## src/rtl/mat_mult_seq_ctrl.sv

```systemverilog
// Sequencer for the 3x3 matrix multiplier (mat_mult).
// - Collects A then B (row-major) from a valid/ready input stream.
// - Packs them onto the 144-bit A/B buses and pulses mult_en once.
// - Captures the C bus and returns it row-major on a valid/ready output stream.
// Bus packing: element k sits at [BUS_W-1-ELEM_W*k -: ELEM_W].
// Optional feature macro: MAT_CTRL_OPCNT_EN adds a 16-bit wrapping op_count output.
module mat_mult_seq_ctrl #(
    parameter int ELEM_W  = 16,
    parameter int MAT_DIM = 3
) (
    input  logic                              clk,
    input  logic                              rst,
    input  logic                              in_valid,
    output logic                              in_ready,
    input  logic [ELEM_W-1:0]                 in_data,
    output logic                              out_valid,
    input  logic                              out_ready,
    output logic [ELEM_W-1:0]                 out_data,
    output logic                              out_last,
    output logic                              busy,
    output logic [ELEM_W*MAT_DIM*MAT_DIM-1:0] matrix_a_stream,
    output logic [ELEM_W*MAT_DIM*MAT_DIM-1:0] matrix_b_stream,
    output logic                              mult_en,
    input  logic [ELEM_W*MAT_DIM*MAT_DIM-1:0] matrix_c_stream
`ifdef MAT_CTRL_OPCNT_EN
    ,
    output logic [15:0]                       op_count
`endif
);

    localparam int MAT_ELEMS = MAT_DIM * MAT_DIM;
    localparam int IDX_W     = $clog2(MAT_ELEMS);
    localparam logic [IDX_W-1:0] IDX_ZERO = IDX_W'(0);
    localparam logic [IDX_W-1:0] IDX_ONE  = IDX_W'(1);
    localparam logic [IDX_W-1:0] LAST_IDX = IDX_W'(MAT_ELEMS - 1);

    typedef enum logic [2:0] {
        ST_LOAD_A = 3'd0,
        ST_LOAD_B = 3'd1,
        ST_SETTLE = 3'd2,
        ST_MULT   = 3'd3,
        ST_CAPT   = 3'd4,
        ST_DRAIN  = 3'd5
    } state_t;

    state_t                                state_r;
    state_t                                state_nxt_s;
    logic [IDX_W-1:0]                      idx_r;
    logic [IDX_W-1:0]                      idx_nxt_s;
    logic [IDX_W-1:0]                      slot_s;
    logic [MAT_ELEMS-1:0][ELEM_W-1:0]      a_r;
    logic [MAT_ELEMS-1:0][ELEM_W-1:0]      b_r;
    logic [MAT_ELEMS-1:0][ELEM_W-1:0]      c_r;
    logic                                  load_phase_s;
    logic                                  in_fire_s;
    logic                                  out_fire_s;
    logic                                  a_we_s;
    logic                                  b_we_s;
    logic                                  capt_s;

    // Element 0 is the most significant slot, so the packed slot index runs backwards.
    assign slot_s       = LAST_IDX - idx_r;
    assign load_phase_s = (state_r == ST_LOAD_A) || (state_r == ST_LOAD_B);
    // rst gating keeps in_ready low for the whole reset window, not just after it.
    assign in_ready     = rst && load_phase_s;
    assign in_fire_s    = in_valid && load_phase_s;
    assign out_valid    = (state_r == ST_DRAIN);
    assign out_fire_s   = out_valid && out_ready;
    assign out_last     = out_valid && (idx_r == LAST_IDX);
    assign out_data     = out_valid ? c_r[slot_s] : {ELEM_W{1'b0}};
    assign mult_en      = (state_r == ST_MULT);
    assign busy         = (state_r != ST_LOAD_A) || (idx_r != IDX_ZERO);
    assign matrix_a_stream = a_r;
    assign matrix_b_stream = b_r;

    // Next-state, element index and write-strobe decode.
    always_comb begin
        state_nxt_s = state_r;
        idx_nxt_s   = idx_r;
        a_we_s      = 1'b0;
        b_we_s      = 1'b0;
        capt_s      = 1'b0;
        case (state_r)
            ST_LOAD_A: begin
                if (in_fire_s) begin
                    a_we_s = 1'b1;
                    if (idx_r == LAST_IDX) begin
                        state_nxt_s = ST_LOAD_B;
                        idx_nxt_s   = IDX_ZERO;
                    end else begin
                        idx_nxt_s   = idx_r + IDX_ONE;
                    end
                end else begin
                    idx_nxt_s = idx_r;
                end
            end
            ST_LOAD_B: begin
                if (in_fire_s) begin
                    b_we_s = 1'b1;
                    if (idx_r == LAST_IDX) begin
                        state_nxt_s = ST_SETTLE;
                        idx_nxt_s   = IDX_ZERO;
                    end else begin
                        idx_nxt_s   = idx_r + IDX_ONE;
                    end
                end else begin
                    idx_nxt_s = idx_r;
                end
            end
            ST_SETTLE: state_nxt_s = ST_MULT;
            ST_MULT:   state_nxt_s = ST_CAPT;
            ST_CAPT: begin
                capt_s      = 1'b1;
                state_nxt_s = ST_DRAIN;
                idx_nxt_s   = IDX_ZERO;
            end
            ST_DRAIN: begin
                if (out_fire_s) begin
                    if (idx_r == LAST_IDX) begin
                        state_nxt_s = ST_LOAD_A;
                        idx_nxt_s   = IDX_ZERO;
                    end else begin
                        idx_nxt_s   = idx_r + IDX_ONE;
                    end
                end else begin
                    idx_nxt_s = idx_r;
                end
            end
            default: begin
                state_nxt_s = ST_LOAD_A;
                idx_nxt_s   = IDX_ZERO;
            end
        endcase
    end

    // State and element index registers.
    always_ff @(posedge clk or negedge rst) begin
        if (!rst) begin
            state_r <= ST_LOAD_A;
            idx_r   <= IDX_ZERO;
        end else begin
            state_r <= state_nxt_s;
            idx_r   <= idx_nxt_s;
        end
    end

    // A/B operand buses hold until the next load overwrites them; C is latched in CAPT.
    always_ff @(posedge clk or negedge rst) begin
        if (!rst) begin
            a_r <= {(ELEM_W*MAT_ELEMS){1'b0}};
            b_r <= {(ELEM_W*MAT_ELEMS){1'b0}};
            c_r <= {(ELEM_W*MAT_ELEMS){1'b0}};
        end else begin
            if (a_we_s) begin
                a_r[slot_s] <= in_data;
            end
            if (b_we_s) begin
                b_r[slot_s] <= in_data;
            end
            if (capt_s) begin
                c_r <= matrix_c_stream;
            end
        end
    end

`ifdef MAT_CTRL_OPCNT_EN
    logic [15:0] op_count_r;
    logic        op_done_s;

    assign op_done_s = out_fire_s && (idx_r == LAST_IDX);
    assign op_count  = op_count_r;

    // Completed-operation counter, bumped on the final output beat, wraps naturally.
    always_ff @(posedge clk or negedge rst) begin
        if (!rst) begin
            op_count_r <= 16'h0000;
        end else if (op_done_s) begin
            op_count_r <= op_count_r + 16'h0001;
        end
    end
`endif

endmodule

```

## config.mk

```make
export PLATFORM = sky130hd
export DESIGN_NAME = mat_mult_seq_ctrl
export DESIGN_NICKNAME = d
export VERILOG_FILES = /design/src/rtl/mat_mult_seq_ctrl.sv
export SDC_FILE = /design/constraint.sdc
export NUM_CORES = 1
export LEC_CHECK = 0
export BUFFER_PORTS_ARGS = -buffer_cell sky130_fd_sc_hd__buf_2
export CAP_MARGIN = 15
export CORE_ASPECT_RATIO = 0.9
export CORE_MARGIN = 2
export CORE_UTILIZATION = 42
export CTS_BUF_LIST = sky130_fd_sc_hd__clkbuf_4 sky130_fd_sc_hd__clkbuf_8 sky130_fd_sc_hd__clkbuf_16
export CTS_CLUSTER_SIZE = 24
export DETAILED_ROUTE_END_ITERATION = 16
export HOLD_SLACK_MARGIN = 0.08
export PLACE_DENSITY = 0.75
export SYNTH_ARGS = -nofsm -noshare
export SYNTH_HDL_FRONTEND = slang
export SYNTH_SLANG_ARGS = --single-unit
```

## constraint.sdc

```tcl
create_clock -name clk -period 3.3 [get_ports clk]
set_input_delay 0.165 -clock clk [delete_from_list [all_inputs] [get_ports clk]]
set_output_delay 0.165 -clock clk [all_outputs]
set_load 0.01 [all_outputs]
```

==> flow_metrics.py <==
metrics = {
    "sta": {
        "min_period_ns": 3.10,
        "fmax_ghz": 0.323,
        "setup_viol": 0,
        "tightest_slew_ns": 0.747,
        "tns_ns": 0,
        "slew_headroom_pct": 50.2,
        "rsz0062_at_grt": "false",
        "fin_crit_sh_pct": 93.9,
        "drv_slew": 0,
        "finClkSkew_ns": 0.00941,
        "fin_ws_ns": 0.202,
        "hold_violations": 0,
    },
    "detailed_routing": {
        "routed_via_density": 5.29,
        "postRouteAntennaNets": 0,
        "drtIter0Drc": 660,
        "drc": 0,
        "highest_layer": "met4",
        "wl_met3_um": 3550,
        "first_pass_iters": 4,
        "dr_wl_met2_um": 27100,
        "met1_length_um": 21100,
        "via_count": 12200,
        "wl_per_cell_um": 23.1,
        "wirelength_um": 53200,
    },
    "setup_path": {
        "end_kind": "output pin",
        "worstPathArrival_ns": 2.93,
        "cpMaxStageDelayCell": "buf_4",
        "startpoint_type": "flip-flop",
        "crit_chain": "buf_4 -> mux4_2 -> nor3b_1 -> a221o_1 -> buf_2",
        "path_max_fanout": 37,
        "max_stage_delay_ns": 0.62,
        "path_class": "reg -> out",
        "cp.required_ns": 3.13,
    },
    "floorplanning": {
        "start_util_pct": 42.7,
        "dieHeight_um": 200,
        "core.rowCount": 71,
        "io-pin-count": 473,
        "dieArea_um2": 44200,
        "core_um2": 41800,
        "die_w_um": 221,
    },
    "clocking": {
        "cts_buffers": 44,
        "postCtsSetupBuffers": 0,
        "cts-root-buf": "clkbuf_16",
        "h-tree-depth": 2,
        "clk_latency_ns": 0.55,
        "clk_pin_slew_ns": 0.06,
        "cts_sinks": 439,
        "cts.path.max_buffers": 3,
        "cts_tree": "built",
    },
    "yosys": {
        "synth_area_per_cell_um2": 16.3,
        "synth_xor_xnor_area_share_pct": 0.0981,
        "synth-adder-area-share_pct": 0.420,
        "yosysWarnings": 0,
        "synthesis.area_um2": 17900,
        "synth_top_family_by_area": "multiplexers",
        "synthMuxAreaShare_pct": 31.3,
        "synth_nets": 1266,
        "synth-simple-area-share_pct": 2.81,
        "synth_cell_types": 42,
        "ys_ff_latch": 439,
        "netlist_instances": 1096,
        "yosysSeqAreaShare_pct": 61.5,
        "synth_compound_area_share_pct": 1.85,
    },
    "min_path": {
        "hold_path_class": "in -> async",
    },
    "power_and_ir_drop": {
        "p_leak_nw": 12.0,
        "ir_drop_v": 0.000599,
        "power_density_nw_per_um2": 842,
    },
    "global_route": {
        "gr-usage-all-layers_pct": 24.1,
        "overflow": 0,
        "grt_pass1_vias": 12800,
        "grt_max_degree": 114,
        "grt_pass1_wl_um": 80400,
        "antenna_found_initial": 1,
    },
    "outcome": {
        "status": "finished clean",
    },
    "cells_and_area": {
        "post-route-util_pct": 57.0,
        "nets": 1893,
        "drive_gt1_share_pct": 61.2,
        "final_area_um2": 23800,
        "area_growth_pct": 33.4,
    },
    "place": {
        "dp_slack_ns": 0.534,
        "placedInstanceArea_um2": 20900,
        "place.gp.congestion": 0.828,
        "io_buffers": 472,
        "dp_hpwl_um": 35900,
    },
    "flow_run": {
        "max_cap_violations": 0,
    },
}
[power by group]
group	switching, mW	internal, mW	total, mW
registers	0.991	7.09	8.08
clock network	2.08	2.92	5.00
logic	3.41	3.59	7.00
[per-layer routing]
metal,global-route usage [%],vias to the layer above
met2,42.4,499
met1,29.2,6349
met4,8.70,0
li1,-,5243
met3,5.44,79
met5,0,-
[worst max-delay path, delay by kind of cell, from the launching register on]
family	cells	cell delay [ns]
AO/OA/AOI/OAI	1	0.37
buffers and inverters	2	0.79
flip-flops	1	0.41
AND/OR/NAND/NOR	1	0.20
multiplexers	1	0.61
[cells in the mapped netlist, drive strengths merged]
master | number | area (µm²)
dfrtp | 439 | 11000
mux2 | 432 | 4860
clkbuf | 37 | 139
buf | 33 | 213
mux4 | 32 | 721
nor2 | 20 | 148
nor3b | 19 | 143
a221o | 16 | 160
nand2 | 14 | 52.6
o21ai | 7 | 35.0
ha | 6 | 75.1
a21oi | 4 | 27.5
inv | 4 | 15.0
nor2b | 4 | 25.0
a31oi | 3 | 48.8
and3b | 3 | 26.3
nand3 | 3 | 15.0
nand2b | 2 | 12.5
nand3b | 2 | 15.0
xnor2 | 2 | 17.5
a2111oi | 1 | 15.0
a21bo | 1 | 10.0
a21boi | 1 | 7.51
and2 | 1 | 6.26
and4bb | 1 | 12.5
nand4 | 1 | 6.26
nor4 | 1 | 6.26
nor4b | 1 | 8.76
o211a | 1 | 10.0
o21bai | 1 | 7.51
o41ai | 1 | 8.76
or3 | 1 | 6.26
or4 | 1 | 7.51
or4bb | 1 | 11.3
[cell type report]
cell class | count | area, µm²
clock buffers | 62 | 1270
well taps | 547 | 684
repair buffers | 651 | 4170
inverters | 4 | 15.0
fillers | 3239 | 18000
multi-input cells | 583 | 6540
clock inverters | 15 | 170
diodes | 1 | 2.50
flip-flops and latches | 439 | 11000
[final timing paths]
| path | endpoint | cells after the start | start | slack (ns) |
|---|---|---|---|---|
| worst max-delay path | out_data[5] | 5 | idx_r[0] | 0.20 |
| worst min-delay path | c_r[110] | 2 | rst | 0.17 |
| worst max register to register | matrix_b_stream[9] | 7 | idx_r[1] | 0.68 |
| worst min register to register | matrix_b_stream[76] | 1 | matrix_b_stream[76] | 0.50 |
| max in group asynchronous | matrix_b_stream[18] | 3 | rst | 2.05 |
| min in group clk | matrix_b_stream[98] | 2 | in_data[2] | 0.18 |
[per-stage QoR]
step	instances	hold slack, ns	power (mW)
after detailed placement	2077	0.152	14.9
final	2302	0.167	20.1
after global placement	2077	0.154	14.7
after CTS	2301	0.141	20.1
after global routing	2302	0.166	21.0
after floorplan	1096	-0.131	12.1
[placed cells by master (no fill, tap or decap), types with 4 or more instances in the layout]
cell / n
buf_2: 471
dfrtp_1: 438
mux2_2: 432
dlygate4sd3_1: 147
clkbuf_16: 44
mux4_2: 32
buf_4: 25
nor3b_1: 18
a221o_1: 16
nand2_1: 14
nor2_2: 13
clkbuf_4: 13
clkinv_2: 8
o21ai_0: 7
buf_12: 7
ha_1: 5
clkbuf_8: 5
inv_1: 4
nor2_1: 4
[repair_timing]
action / CTS / global route
hold buffers: 147 / 0
endpoints found under the hold margin: 235 / 0
endpoints found under the setup margin: 0 / 16
gates resized for setup: 0 / 2
[kinds of logic (layout without fill, tap and decap cells)]
logic type      after synthesis  in the layout
simple gates                 75             75
mux                         464            464
other cells                   0              1
compound gates               36             36
xor+xnor                      2              2
buf+inv                      74            732
fa+ha+maj                     6              6
flops                       439            439
[flip-flops by register name (all words and copies together), names as in the netlist]
| signal | cells |
|---|---|
| c_r | 144 |
| state_r | 3 |
| idx_r | 4 |
| matrix_b_stream | 144 |
| matrix_a_stream | 144 |
Note: power is estimated with default switching activity, not from simulation.
